**src/rtl/fd_pipe_ctrl.sv**
```systemverilog
// fd_pipe_ctrl: fetch/decode sequencer. It drives the PC enable, the F/D latch
// enable and flush, the D/X bubble insert and the back-end enable. It handles
// branch redirect, load-use hazards, multi-cycle fetch, data-memory stall and HALT.
// Optional macro STALL_STATS_EN adds saturating stall-statistics counters.
// Without the macro, ld_cnt, miss_cnt and flush_cnt are tied to zero.
module fd_pipe_ctrl #(
  parameter int REG_W = 3,
  parameter int CNT_W = 16
) (
  input  logic             clk,
  input  logic             rst,
  input  logic             imem_done,
  input  logic             dmem_stall,
  input  logic             br_taken_x,
  input  logic             memrd_x,
  input  logic [REG_W-1:0] rd_x,
  input  logic [REG_W-1:0] rs_d,
  input  logic [REG_W-1:0] rt_d,
  input  logic             use_rs_d,
  input  logic             use_rt_d,
  input  logic             halt_d,
  output logic             pc_en,
  output logic             fd_en,
  output logic             fd_flush,
  output logic             dx_bubble,
  output logic             back_en,
  output logic             halted,
  output logic [CNT_W-1:0] ld_cnt,
  output logic [CNT_W-1:0] miss_cnt,
  output logic [CNT_W-1:0] flush_cnt
);

  typedef enum logic [1:0] {
    RUN     = 2'd0,
    LDSTALL = 2'd1,
    IWAIT   = 2'd2,
    HALTED  = 2'd3
  } state_t;

  state_t state_q, state_d;
  logic   cancel_q, cancel_d;
  logic   done_pend_q;
  logic   done;
  logic   hazard;
  logic   redirect;
  logic   ld_entry;

  // A fetch completion seen during a data stall is remembered and used later.
  assign done   = imem_done | done_pend_q;
  assign hazard = memrd_x && ((use_rs_d && (rs_d == rd_x)) ||
                              (use_rt_d && (rt_d == rd_x)));

  // State, cancel flag, pending-done flag and halted indication.
  always_ff @(posedge clk or posedge rst) begin
    if (rst) begin
      state_q     <= RUN;
      cancel_q    <= 1'b0;
      done_pend_q <= 1'b0;
      halted      <= 1'b0;
    end else begin
      state_q     <= state_d;
      cancel_q    <= cancel_d;
      done_pend_q <= dmem_stall ? (done_pend_q | imem_done) : 1'b0;
      halted      <= (state_d == HALTED);
    end
  end

  // Next-state and per-cycle enables. A data stall freezes everything.
  always_comb begin
    state_d   = state_q;
    cancel_d  = cancel_q;
    pc_en     = 1'b0;
    fd_en     = 1'b0;
    fd_flush  = 1'b0;
    dx_bubble = 1'b0;
    back_en   = 1'b1;
    redirect  = 1'b0;
    ld_entry  = 1'b0;
    if (dmem_stall) begin
      back_en = 1'b0;
    end else begin
      unique case (state_q)
        RUN: begin
          if (br_taken_x) begin
            pc_en    = 1'b1;
            fd_en    = 1'b1;
            fd_flush = 1'b1;
            redirect = 1'b1;
            cancel_d = 1'b0;
            state_d  = IWAIT;
          end else if (halt_d) begin
            state_d = HALTED;
          end else if (hazard) begin
            dx_bubble = 1'b1;
            ld_entry  = 1'b1;
            state_d   = LDSTALL;
          end else if (!done) begin
            fd_en    = 1'b1;
            fd_flush = 1'b1;
            state_d  = IWAIT;
          end else begin
            pc_en = 1'b1;
            fd_en = 1'b1;
          end
        end
        LDSTALL: begin
          pc_en = 1'b1;
          fd_en = 1'b1;
          if (br_taken_x) begin
            fd_flush = 1'b1;
            redirect = 1'b1;
            cancel_d = 1'b0;
            state_d  = IWAIT;
          end else begin
            state_d = RUN;
          end
        end
        IWAIT: begin
          fd_en = 1'b1;
          if (br_taken_x) begin
            // The outstanding fetch is wrong-path: take the target now and
            // throw away whatever that fetch returns.
            pc_en    = 1'b1;
            fd_flush = 1'b1;
            redirect = 1'b1;
            cancel_d = 1'b1;
          end else if (done && !cancel_q) begin
            pc_en   = 1'b1;
            state_d = RUN;
          end else if (done) begin
            fd_flush = 1'b1;
            cancel_d = 1'b0;
          end else begin
            fd_flush = 1'b1;
          end
        end
        HALTED: begin
          pc_en = 1'b0;
          fd_en = 1'b0;
        end
        default: state_d = RUN;
      endcase
    end
  end

`ifdef STALL_STATS_EN
  // Saturating statistics, frozen while the data memory stalls.
  always_ff @(posedge clk or posedge rst) begin
    if (rst) begin
      ld_cnt    <= '0;
      miss_cnt  <= '0;
      flush_cnt <= '0;
    end else if (!dmem_stall) begin
      if (ld_entry && (ld_cnt != '1))
        ld_cnt <= ld_cnt + 1'b1;
      if ((state_q == IWAIT) && (miss_cnt != '1))
        miss_cnt <= miss_cnt + 1'b1;
      if (redirect && (flush_cnt != '1))
        flush_cnt <= flush_cnt + 1'b1;
    end
  end
`else
  logic unused_stats;
  assign unused_stats = redirect ^ ld_entry;
  assign ld_cnt       = '0;
  assign miss_cnt     = '0;
  assign flush_cnt    = '0;
`endif

endmodule
```
**config.mk**
```make
export PLATFORM = sky130hd
export DESIGN_NAME = fd_pipe_ctrl
export DESIGN_NICKNAME = d
export VERILOG_FILES = /design/src/rtl/fd_pipe_ctrl.sv
export SDC_FILE = /design/constraint.sdc
export NUM_CORES = 1
export LEC_CHECK = 0
export ABC_AREA = 0
export CORE_UTILIZATION = 34
export CTS_BUF_LIST = sky130_fd_sc_hd__clkbuf_4
export DETAILED_ROUTE_END_ITERATION = 16
export PLACE_DENSITY = 0.79
export REMOVE_ABC_BUFFERS = 1
export SLEW_MARGIN = 30
export SYNTH_ARGS = -nofsm -noshare
export SYNTH_HDL_FRONTEND = slang
export SYNTH_SLANG_ARGS = --single-unit
```
**constraint.sdc**
```tcl
create_clock -name clk -period 1.8 [get_ports clk]
set_input_delay 0.36 -clock clk [delete_from_list [all_inputs] [get_ports clk]]
set_output_delay 0.36 -clock clk [all_outputs]
set_load 0.01 [all_outputs]
```
# Word level (Yosys, flattened, before mapping)
# Cells that the tools add are included.
[op_classes]
n_eq_ne = 9
mux = 43
bitwise_logic = 2
n_reduce_logical = 11
[op_table]
columns = ["cell", "count"]
rows = [
  ["1-bit two-way mux", 30],
  ["2-bit two-way mux", 8],
  ["2-bit == test (second input constant)", 3],
  ["3-bit == test", 2],
  ["3-bit inequality test (second input constant)", 2],
  ["1-bit one-hot mux with 3 select lines", 2],
  ["2-bit one-hot mux with 3 select lines", 1],
  ["5-bit AND reduction", 1],
  ["1-bit logical AND", 4],
  ["1-bit one-hot mux with 4 select lines", 1],
  ["2-bit OR reduction", 2],
  ["2-bit by 1-bit == test with 1-bit output (second input constant)", 1],
  ["2-bit logical NOT", 1],
  ["2-bit by 1-bit inequality test with 1-bit output (second input constant)", 1],
  ["1-bit one-hot mux with 2 select lines", 1],
  ["2-bit nonzero test", 1],
  ["1-bit logical NOT", 1],
  ["1-bit logical OR", 1],
  ["1-bit inverter", 1],
  ["1-bit OR", 1],
]
[word_totals]
out_inout_bits = 54
elab_cells = 69
ff_bits = 5

# Depth between registers and ports, before layout
# Gate-level depths: netlist of run 1.
[logic_depth]
ltp_word = 10
mapped_depth = 7
mapped_depth_nobuf = 7

# Worst setup path before layout of run 1
# No wires, ideal clock.
[synth_path]
kind = "register -> output"
startpoint = "register state_q[0]"
endpoint = "output port fd_flush"
setup_slack_ps = 142
t_required_ps = 1440
path_stages_with_launch = 7
arrival_ps = 1298
cell_sequence = "dfrtp_1 > inv_1 > ha_1 > a211o_1 > nand2_1 > a21oi_1 > o21bai_1"
[synth_between]
elab_chain_cells = 3
word_cells_on_any_way = 5
classes_between = "eq/ne: 2; mux: 2; reduce/logical: 1"
[synth_rtl]
columns = ["element", "line", "source"]
rows = [
  ["from (decl)", "40", "state_t state_q, state_d;"],
  ["from (signal assigned)", "61", "state_q <= state_d;"],
  ["2-bit == test, or another cell as far along", "82", "unique case (state_q)"],
  ["1-bit one-hot mux with 3 select lines *", "82", ""],
  ["1-bit two-way mux *", "79", "if (dmem_stall) begin"],
  ["to (decl)", "24", "output logic fd_flush,"],
]
# Every way passes the cells marked *; elsewhere a longest branch is shown, timed or not.

# Worst setup path in the final report of run 1
[layout_path]
startpoint = "register state_q[1]"
endpoint = "output port fd_flush"
# Same word-level chain as after synthesis.

==> flow_summary.json, run 1 <==
{
  "report.power.total_w": 0.00100,
  "seqPwrFrac_pct": 17.6,
  "pre_cts_slack_ns": -0.758,
  "crit_type": "reg2out",
  "htree_levels": 1,
  "worstPathMaxFanout": 3,
  "synthCells": 118,
  "antenna_found_initial": 0,
  "p_leak_nw": 0.645,
  "timing.hold.ws_ns": 0.311,
  "synth-seq-cells": 5,
  "synth_area_leaders": "buf_4 (40%), dfrtp_1 (14%), ha_1 (6.9%)",
  "fin_tns_setup_ns": -0.395,
  "synth-seq-area-share_pct": 13.7,
  "nFillCells": 266,
  "grt_pass1_wl_microns": 2690,
  "grt_start_max_net_pins": 6,
  "drt-total-wl_microns": 1670,
  "vias_per_cell": 4.02,
  "post-route-cell-area_sq_um": 1240,
  "dpl.hpwl_microns": 1370,
  "grt_pass1_vias": 667,
  "clk_root_buffer_cell": "clkbuf_4",
  "yosys.area.top_type": "buf_4",
  "clkSlewWorstSetupHoldPaths_ns": 0.04,
  "endpoint_kind": "primary output",
  "row_count": 18,
  "hold_violations": 0,
  "power_density_nw_per_um2": 810,
  "gr-usage-all-layers_pct": 12.9,
  "status": "complete, but fails checks",
  "cts_tree": "yes",
  "arrival_ns": 1.57,
  "yosysWarningCount": 0,
  "n_antenna_cell": 0,
  "required_ns": 1.44,
  "start_util_pct": 36.4,
  "drt_iter0_drc": 6,
  "slowest_delay_ns": 0.42,
  "path_cells": "inv_2 > ha_1 > a211o_1 > nand2_1 > a21oi_1 > o21bai_1 > buf_2",
  "die_h_microns": 53.8,
  "gr-total-overflow": 0,
  "cts.sinks": 5,
  "synth_cell_type_count": 29,
  "layout_common_cells": "conb_1 (48), buf_4 (24), nand2_1 (8)",
  "vias": 796,
  "p_comb_share_pct": 68.1,
  "wl_per_cell_microns": 8.41,
  "numCtsBuffers": 3,
  "critical-path-slowest-cell": "dfrtp_2",
  "synth_edf_count": 0,
  "route.detailed.drc": 0,
  "min_path_type": "in2async",
  "io_buffers": 23,
  "fmax_mhz": 519,
  "io_pins": 72,
  "synth_top_area_share_pct": 39.6,
  "switchingPower_w": 0.000403,
  "p_int_w": 0.000601,
  "avgSynthCellArea_sq_um": 7.72,
  "drv_slew": 0,
  "setup_violations": 5,
  "clkPwrFrac_pct": 14.3,
  "fin_crit_ns": 1.93,
  "clock_latency_ns": 0.24,
  "placed_cell_area_sq_um": 1140,
  "die_width_microns": 53.8,
  "synthFlopType": "dfrtp_1",
  "worst_slack_ns": -0.127,
  "start_kind": "flip-flop",
  "p_sw_share_pct": 40.1,
  "async_flop_share_pct": 100,
  "layout.nets": 192,
  "violations": "negative setup slack",
  "finalWeightedCongestion": 0.875,
  "cts.path.max_buffers": 2,
  "ir_drop_uv": 423,
  "ant_nets": 0,
  "final_layout_size_suffix_gt1_share_pct": 31.5,
  "syn_area_sq_um": 911,
  "syn2layout_area_growth_pct": 36.1,
  "drtPass1Iterations": 4,
  "final_common_cell": "conb_1",
  "maxCapViolations": 0,
  "skew_ns": 0.00195,
  "design.core.area_sq_um": 2500,
  "rsz0062_at_grt": "yes",
  "min_period_over_period_pct": 107,
  "dieArea_sq_um": 2890
}
==> cell usage after synthesis, types with 2 or more instances <==
| cell | count |
|---|---|
| o21ai_0 | 5 |
| nor2_1 | 6 |
| xnor2_1 | 6 |
| nand4_1 | 2 |
| buf_4 | 48 |
| a21oi_1 | 4 |
| ha_1 | 5 |
| nand2_1 | 9 |
| inv_1 | 8 |
| nor4_2 | 2 |
| dfrtp_1 | 5 |
==> final cells by class <==
cell class	instances	area (sq um)	area share, %
Sequential cell	5	126	10.2
Clock buffer	4	30.0	2.42
Multi-Input combinational cell	104	631	50.9
Timing Repair Buffer	47	385	31.1
Tap cell	30	37.5	3.03
Inverter	8	30.0	2.42
==> power groups by stage <==
| stage | Sequential (W) | Clock [W] | Combinational [W] |
|---|---|---|---|
| 2_1_floorplan | 0.000176 | 0 | 0.000327 |
| 3_3_place_gp | 0.000168 | 0 | 0.000611 |
| 3_5_place_dp | 0.000170 | 0 | 0.000618 |
| 4_1_cts | 0.000168 | 0.000146 | 0.000667 |
| 5_1_grt | 0.000179 | 0.000167 | 0.000767 |
| 6_report | 0.000176 | 0.000144 | 0.000684 |
==> registers in the layout (all words and copies together), names as in the netlist <==
name and count:
cancel_q 1, halted 1, state_q 2, done_pend_q 1
==> path summary, 6_finish.rpt <==
kind / start / end / slack [ns] / depth (start not counted)
worst max-delay path: state_q[1] / fd_flush / -0.13 / 7
worst min-delay path: rst / cancel_q / 0.31 / 2
worst max register to register: state_q[1] / halted / -0.07 / 8
worst min register to register: cancel_q / cancel_q / 0.62 / 3
max in group asynchronous: rst / state_q[1] / 1.31 / 2
min in group clk: cancel_q / cancel_q / 0.62 / 3
==> through the flow <==
step	cells	util [%]
after CTS	198	48.7
after global routing	198	49.6
after floorplan	117	-
after global placement	190	45.8
after detailed placement	190	45.8
final	198	49.6
==> critical path, delay by kind of cell (launching register included) <==
family / cells / cell delay, ns
simple gates: 1 / 0.07
compound gates: 3 / 0.47
fa+ha+maj: 1 / 0.19
flops: 1 / 0.42
buf+inv: 2 / 0.20
==> layer usage <==
| layer | wire length (microns) | track usage [%] |
|---|---|---|
| met5 | 0 | 0 |
| met4 | 0 | 3.07 |
| met3 | 140 | 4.80 |
| met2 | 910 | 22.6 |
| met1 | 614 | 14.6 |
==> timing repair <==
item / CTS / global route
gates resized for setup: 51 / 6
pin swaps: 16 / 5
setup endpoints to repair: 8 / 8
hold buffers: 0 / 0
buffers inserted: 4 / 0
hold endpoints to repair: 0 / 0
==> logic make-up (layout without fill, tap and decap cells) <==
logic type,Yosys count,after routing,synth area share (%)
buffers and inverters,56,59,42.9
other,1,48,0.412
xor gates and xnor gates,6,6,5.77
and+or+nand+nor,24,24,13.9
AOI/OAI and AO/OA,21,21,16.5
adders and majority gates,5,5,6.87
DFF,5,5,13.7
(Power assumes the default switching activity.)
==> run 2: changes to the inputs <==
--- a/config.mk
+++ b/config.mk
@@ -6,6 +6,7 @@
 export NUM_CORES = 1
 export LEC_CHECK = 0
 export ABC_AREA = 0
+export CORE_MARGIN = 2
 export CORE_UTILIZATION = 34
 export CTS_BUF_LIST = sky130_fd_sc_hd__clkbuf_4
 export DETAILED_ROUTE_END_ITERATION = 16
==> flow_summary.json, run 2 (synthesized netlist as in run 1, its figures left out) <==
{
  "status": "complete, but fails checks",
  "violations": "negative setup slack",
  "power_density_nw_per_um2": 832,
  "nFillCells": 247,
  "fmax_mhz": 499,
  "ant_nets": 0,
  "layout.nets": 196,
  "design.core.area_sq_um": 2500,
  "grt_pass1_vias": 713,
  "report.power.total_w": 0.00110,
  "clock_latency_ns": 0.24,
  "worstPathMaxFanout": 6,
  "gr-total-overflow": 0,
  "path_cells": "buf_6 > ha_4 > a211o_1 > nand2_1 > a21oi_2 > o21bai_1 > buf_2",
  "grt_start_max_net_pins": 7,
  "dieArea_sq_um": 3110,
  "reg2reg_slack_ns": -0.07,
  "fin_tns_setup_ns": -0.659,
  "antenna_found_initial": 0,
  "n_antenna_cell": 0,
  "min_period_over_period_pct": 111,
  "min_path_type": "in2async",
  "p_leak_nw": 0.688,
  "critical-path-slowest-cell": "dfrtp_2",
  "required_ns": 1.44,
  "drtPass1Iterations": 4,
  "timing.hold.ws_ns": 0.319,
  "rsz0062_at_grt": "yes",
  "syn2layout_area_growth_pct": 45.5,
  "vias_per_cell": 4.13,
  "io_pins": 72,
  "gr-usage-all-layers_pct": 11.3,
  "wl_per_cell_microns": 10.5,
  "clkSlewWorstSetupHoldPaths_ns": 0.04,
  "dpl.hpwl_microns": 1550,
  "grt_pass1_wl_microns": 2860,
  "die_h_microns": 55.8,
  "postCtsHoldBufs": 0,
  "hold_violations": 0,
  "cts.path.max_buffers": 2,
  "seq_area_sq_um": 126,
  "vias": 835,
  "critPathTopFamily": "flip-flops",
  "setup_violations": 7,
  "path_buf_inv": 2,
  "largest_register_ffs": 2,
  "cts.sinks": 5,
  "multiInputGateArea_sq_um": 674,
  "final_layout_size_suffix_gt1_share_pct": 33.7,
  "start_util_pct": 36.4,
  "arrival_ns": 1.64,
  "start_kind": "flip-flop",
  "skew_ns": 0.000118,
  "drt_iter0_drc": 7,
  "row_count": 18,
  "route.detailed.drc": 0,
  "final_common_cell": "conb_1",
  "layout_common_cells": "conb_1 (48), buf_4 (24), dlygate4sd2_1 (9), clkdlybuf4s50_1 (7)",
  "clk_root_buffer_cell": "clkbuf_4",
  "cts_tree": "yes",
  "io_buffers": 23,
  "fin_cells": 202,
  "endpoint_kind": "primary output",
  "slowest_delay_ns": 0.45,
  "worst_slack_ns": -0.203,
  "drv_slew": 0,
  "numCtsBuffers": 3,
  "die_width_microns": 55.8,
  "crit_type": "reg2out",
  "finalCoreUtilization_pct": 53.0,
  "maxCapViolations": 0,
  "numPlacedInstances": 191,
  "drt-total-wl_microns": 2120,
  "largest-register": "state_q",
  "ir_drop_uv": 374,
  "finalWeightedCongestion": 0.834,
  "fin_crit_ns": 2.00,
  "htree_levels": 1
}
-- run 2: cell count changes in the layout (fill, tap and decap cells not counted), moves of 2 or more --
| cell | before | now |
|---|---|---|
| clkdlybuf4s15_1 | 6 | 2 |
| dlygate4sd2_1 | 4 | 9 |
| buf_6 | 0 | 4 |
| clkdlybuf4s15_2 | 2 | 0 |
| nand2_1 | 8 | 6 |
| clkdlybuf4s50_1 | 5 | 7 |
-- run 2: area by class of cell --
class	instances	area share (%)
timing repair buffer	51	32.2
inverter	8	2.27
multi-input combinational	104	50.9
tap	30	2.83
clock buffer	4	2.27
sequential	5	9.54
-- run 2: metal layers --
metal / up-vias / share of wire [%] / track usage (%) / routed length, microns
li1: 402 / - / - / -
met1: 386 / 37 / 11.4 / 786
met2: 45 / 55 / 21.9 / 1160
met3: 2 / 7.2 / 2.79 / 153
met4: 0 / 0.99 / 4.18 / 21
met5: - / 0 / 0 / 0
-- run 2: final timing paths --
path | cells after the start | from | end
worst max-delay path | 7 | state_q[1] | fd_flush
worst min-delay path | 2 | rst | cancel_q
worst max register to register | 8 | state_q[1] | halted
worst min register to register | 3 | cancel_q | cancel_q
max in group asynchronous | 2 | rst | state_q[1]
min in group clk | 3 | cancel_q | cancel_q
-- run 2: per-stage QoR --
| step | setup slack (ns) | cell area [sq um] |
|---|---|---|
| after floorplan | 0.142 | 727 |
| after global placement | -0.751 | 1150 |
| after detailed placement | -0.776 | 1150 |
| after CTS | -0.178 | 1260 |
| after global routing | -0.277 | 1330 |
| final | -0.203 | 1330 |
-- run 2: power breakdown --
group	total [W]	leakage [nW]	internal (W)	switching, W
Combinational	0.000780	0.607	0.000405	0.000375
Sequential	0.000182	0.0620	0.000145	0.0000365
Clock	0.000141	0.0184	0.0000986	0.0000420
-- run 2: what timing repair did --
action | 4_1_cts | 5_1_grt
buffers inserted | 5 | 2
resized for setup | 49 | 8
setup endpoints to repair | 8 | 8
pin swaps | 14 | 3
